===== config.mk =====
export PLATFORM = sky130hd
export DESIGN_NAME = seq_carry_unit
export DESIGN_NICKNAME = d
export VERILOG_FILES = /design/src/rtl/seq_carry_unit_pkg.sv /design/src/rtl/seq_carry_unit_chunk_adder.sv /design/src/rtl/seq_carry_unit.sv
export SDC_FILE = /design/constraint.sdc
export NUM_CORES = 1
export LEC_CHECK = 0
export CAP_MARGIN = 30
export CORE_ASPECT_RATIO = 2
export CORE_UTILIZATION = 53
export DETAILED_ROUTE_END_ITERATION = 8
export PLACE_DENSITY = 0.85
export SLEW_MARGIN = 20
export SYNTH_ARGS = -nofsm -noshare
export SYNTH_HDL_FRONTEND = slang
export SYNTH_HIERARCHICAL = 1
export SYNTH_SLANG_ARGS = --single-unit

===== constraint.sdc =====
create_clock -name clk -period 3.74 [get_ports clk]
set_input_delay 0.748 -clock clk [delete_from_list [all_inputs] [get_ports clk]]
set_output_delay 0.748 -clock clk [all_outputs]
set_load 0.005 [all_outputs]

===== src/rtl/seq_carry_unit_pkg.sv =====
// seq_carry_unit_pkg: shared mode/state encodings and default sizing for seq_carry_unit
package seq_carry_unit_pkg;
  localparam int DEF_WIDTH = 8;
  localparam int DEF_CHUNK = 2;
  typedef enum logic [1:0] {MODE_PASS = 2'b00, MODE_INC = 2'b01, MODE_DEC = 2'b10, MODE_NEG = 2'b11} mode_t;
  typedef enum logic [1:0] {ST_IDLE = 2'b00, ST_RUN = 2'b01, ST_DONE = 2'b10} state_t;
endpackage


===== src/rtl/seq_carry_unit_chunk_adder.sv =====
// chunk_adder: CHUNK-bit ripple of full adders; ports a, b, cin -> s, cout, c_msb_in (carry into top bit)
module full_adder (
  input  logic a,
  input  logic b,
  input  logic cin,
  output logic s,
  output logic cout
);
  assign s = a ^ b ^ cin;
  assign cout = (a & b) | (cin & (a ^ b));
endmodule

module chunk_adder #(
  parameter int CHUNK = 2
) (
  input  logic [CHUNK-1:0] a,
  input  logic [CHUNK-1:0] b,
  input  logic             cin,
  output logic [CHUNK-1:0] s,
  output logic             cout,
  output logic             c_msb_in
);
  logic [CHUNK:0] c;
  assign c[0] = cin;
  for (genvar g = 0; g < CHUNK; g++) begin : g_fa
    full_adder u_fa (.a(a[g]), .b(b[g]), .cin(c[g]), .s(s[g]), .cout(c[g+1]));
  end
  assign cout = c[CHUNK];
  assign c_msb_in = c[CHUNK-1];
endmodule


===== src/rtl/seq_carry_unit.sv =====
// seq_carry_unit: chunked carry-chain PASS/INC/DEC/NEG; clk, reset(async) , start/mode/operand in; busy/done/result/carry_out/overflow/zero out
module seq_carry_unit
  import seq_carry_unit_pkg::*;
#(
  parameter int WIDTH = DEF_WIDTH,
  parameter int CHUNK = DEF_CHUNK
) (
  input  logic             clk,
  input  logic             reset,
  input  logic             start,
  input  logic [1:0]       mode,
  input  logic [WIDTH-1:0] operand,
  output logic             busy,
  output logic             done,
  output logic [WIDTH-1:0] result,
  output logic             carry_out,
  output logic             overflow,
  output logic             zero
);
  localparam int N = WIDTH / CHUNK;
  localparam int IW = N > 1 ? $clog2(N) : 1;
  state_t state;
  mode_t mode_q;
  logic [WIDTH-1:0] a_q, b_q, acc, acc_next;
  logic carry, cout, c_msb_in, last, accept;
  logic [IW-1:0] idx;
  logic [CHUNK-1:0] sum;
  chunk_adder #(.CHUNK(CHUNK)) u_add (
    .a(a_q[idx*CHUNK +: CHUNK]),
    .b(b_q[idx*CHUNK +: CHUNK]),
    .cin(carry),
    .s(sum),
    .cout(cout),
    .c_msb_in(c_msb_in)
  );
  assign last = idx == IW'(N - 1);
  assign accept = start && (state == ST_IDLE || state == ST_DONE);
  // Result registers sample the accumulator including the chunk finished on this edge.
  always_comb begin
    acc_next = acc;
    acc_next[idx*CHUNK +: CHUNK] = sum;
  end
  always_ff @(posedge clk or posedge reset) begin
    if (reset) begin
      state <= ST_IDLE;
      mode_q <= MODE_PASS;
      a_q <= '0;
      b_q <= '0;
      acc <= '0;
      carry <= 1'b0;
      idx <= '0;
      busy <= 1'b0;
      done <= 1'b0;
      result <= '0;
      carry_out <= 1'b0;
      overflow <= 1'b0;
      zero <= 1'b0;
    end else begin
      done <= 1'b0;
      if (accept) begin
        mode_q <= mode_t'(mode);
        a_q <= mode_t'(mode) == MODE_NEG ? ~operand : operand;
        b_q <= mode_t'(mode) == MODE_DEC ? '1 : '0;
        carry <= mode_t'(mode) == MODE_INC || mode_t'(mode) == MODE_NEG;
        idx <= '0;
        state <= ST_RUN;
        busy <= 1'b1;
      end else if (state == ST_RUN) begin
        acc <= acc_next;
        carry <= cout;
        idx <= idx + 1'b1;
        if (last) begin
          state <= ST_DONE;
          done <= 1'b1;
          result <= acc_next;
          carry_out <= cout;
          overflow <= mode_q != MODE_PASS && (c_msb_in ^ cout);
          zero <= acc_next == '0;
        end
      end else begin
        state <= ST_IDLE;
        busy <= 1'b0;
      end
    end
  end
endmodule


==> impl_metrics.yaml <==
flow_run:
  cap_violations: 0
setup_path:
  path_max_fanout: 12
  arrival_ns: 3.26
  path_cells: "mux4_2, fa_1, fa_1, nor2b_1, nor2_1, o2111ai_1, o21ai_1"
  path_common_cell: "fa_1"
  ff2ff_path_depth: 7
  worst_path_max_delay_cell: "dfrtp_1"
  critPathKind: "reg -> reg"
  crit_required_ns: 3.92
  slowest_delay_ns: 0.64
  crit_path_end_kind: "flop"
  crit_family: "adder cells"
  worst-path-buf-inv: 0
  start_kind: "flop"
  cp.depth: 7
floorplan:
  ioPinCount: 26
  start_util_pct: 56.3
  die_w_um: 43.4
  core_um2: 3230
  die_h_um: 84.8
  fp-row-count: 29
  die-area_um2: 3680
sta:
  fin_skew_ns: 0.00530
  post-route-period-util_pct: 82.3
  setup_ws_ns: 0.660
  period_needed_ns: 3.08
  setup_viol: 0
  slew_violations: 0
  holdWs_ns: 0.475
  fmax_mhz: 325
  tightest_slew_ns: 0.665
  final_hold_viol_count: 0
  rsz0062_at_grt: "false"
  finalSetupTns_ns: 0
  slew_headroom_pct: 55.7
cts:
  h-tree-depth: 2
  cts_tree: "built"
  cts_hold_buf: 0
  cts_buffers: 5
  clockRootBuffer: "clkbuf_8"
  cts_sinks: 37
  cts_resized: 0
  clk_path_buf_depth: 2
  clk_latency_ns: 0.30
  cts_setup_buffers: 0
  clk_pin_slew_ns: 0.07
placed_design:
  portBuffers: 25
  place_ws_ns: 0.686
  dpl_cell_area_um2: 2080
  gp_congestion: 0.879
  dp_hpwl_mm: 2.56
route:
  first_iter_violations: 36
  postRouteAntennaNets: 0
  viasPerCell: 5.65
  vias: 1311
  wl_per_cell_um: 14.7
  totalWireLength_mm: 3.42
  first_pass_iters: 6
  drc: 4
logic_synthesis:
  synth_area_leaders: "dfrtp_1 51%, nand2_1 7.8%, o21ai_0 6.3%, xor2_1 4.3%, ha_1 4.1%"
  synth_ff_type: "dfrtp_1"
  netlist_instances: 175
  synthTopCellsByCount: "38 x nand2_1, 37 x dfrtp_1, 23 x o21ai_0"
  yosysSeqAreaShare_pct: 50.9
  yosysTopAreaCellShare_pct: 50.9
  synth_edf_count: 0
  synth.most_common_cell: "nand2_1"
  synth_area_um2: 1820
  synth_top_area_cell: "dfrtp_1"
  syn-num-nets: 196
  ys_types: 31
  syn_avg_cell_area_um2: 10.4
  yosys_warnings: 6
  async_flop_share_pct: 100
  yosys_register_bits: 37
pwr:
  p_leak_nw: 0.992
  ir_drop_mv: 0.667
  power_density_nw_per_um2: 851
final_layout:
  diodes: 0
  fin_nets: 222
  drive_gt1_share_pct: 8.46
  area_growth_pct: 19.4
  final_util_pct: 67.2
  finalInstanceArea_um2: 2170
grt:
  gr-total-overflow: 0
  grt_pass1_wl_mm: 5.84
  grt_max_degree: 38
  globalRouteTotalUtil_pct: 22.0
  antenna_found_initial: 0
  grt_pass1_vias: 1306
min_path:
  holdPathStages: 2
  hold_class: "reg -> reg"
status:
  failed_checks: "design-rule violations"
  outcome: "finished, violations left"
## routing by layer
layer | up-vias | track usage, % | routed length [um]
li1 | 642 | - | -
met1 | 631 | 22.2 | 1230
met3 | 8 | 5.74 | 131
met2 | 30 | 39.9 | 1970
met5 | - | 0 | 0
met4 | 0 | 10.2 | 88
## registers in the layout, indices dropped and copies added, names as in the netlist, 2 cells and up
register	flops
state	2
mode_q	2
a_q	8
acc	8
result	8
idx	2
## report_power, final
part	switching, mW	internal (mW)
clock network	0.134	0.146
logic	0.466	0.413
registers	0.121	0.568
## path summary, 6_finish.rpt
path,end,startpoint,slack [ns]
worst min register to register,result[2]$_DFFE_PP0P_,result[2]$_DFFE_PP0P_,0.48
worst max-delay path,zero$_DFFE_PP0P_,idx[0]$_DFFE_PP0P_,0.66
worst min-delay path,result[2]$_DFFE_PP0P_,result[2]$_DFFE_PP0P_,0.48
min in group asynchronous,acc[5]$_DFFE_PP0P_,reset,0.86
worst max register to register,zero$_DFFE_PP0P_,idx[0]$_DFFE_PP0P_,0.66
max in group asynchronous,result[7]$_DFFE_PP0P_,reset,2.56
## stage by stage
step	instances	power, mW
finish	232	1.85
global route	232	1.99
CTS	232	1.85
detailed placement	225	1.57
global placement	225	1.53
floorplan	175	1.30
## cell type report
class | count | area [um^2]
Clock buffer | 7 | 86.3
Fill cell | 238 | 1060
Sequential cell | 37 | 926
Tap cell | 31 | 38.8
Inverter | 5 | 18.8
Timing Repair Buffer | 27 | 265
Multi-Input combinational cell | 125 | 836
## kinds of logic after synthesis
| family | share of synthesized area, % |
|---|---|
| AOI/OAI and AO/OA | 14.1 |
| xor gates and xnor gates | 4.34 |
| adders and majority gates | 6.33 |
| buffers and inverters | 3.10 |
| DFF | 50.9 |
| muxes | 3.10 |
| and+or+nand+nor | 18.1 |
## worst reg2reg max path, delay by kind of cell, from the launching register on
family	cells	cell delay, ns
compound gates	2	0.30
fa+ha+maj	2	1.06
flops	1	0.64
mux	1	0.59
simple gates	2	0.37
## cell usage in the layout, fill, tap and decap left out, types with 2 or more instances in the layout
cell type         n
dfrtp_1          37
mux4_2            2
nor2b_1           9
inv_1             5
nand2_1          38
fa_1              2
ha_1              6
nand2b_1          3
a31oi_1           4
clkdlybuf4s50_1  25
o21ai_0          23
and2b_4           2
a32o_1            2
a21oi_1           2
clkbuf_8          6
o21ai_1           4
nand3_1           3
xor2_1            9
buf_4             2
nor2_1            4
Note: power is estimated with default switching activity, not from simulation.
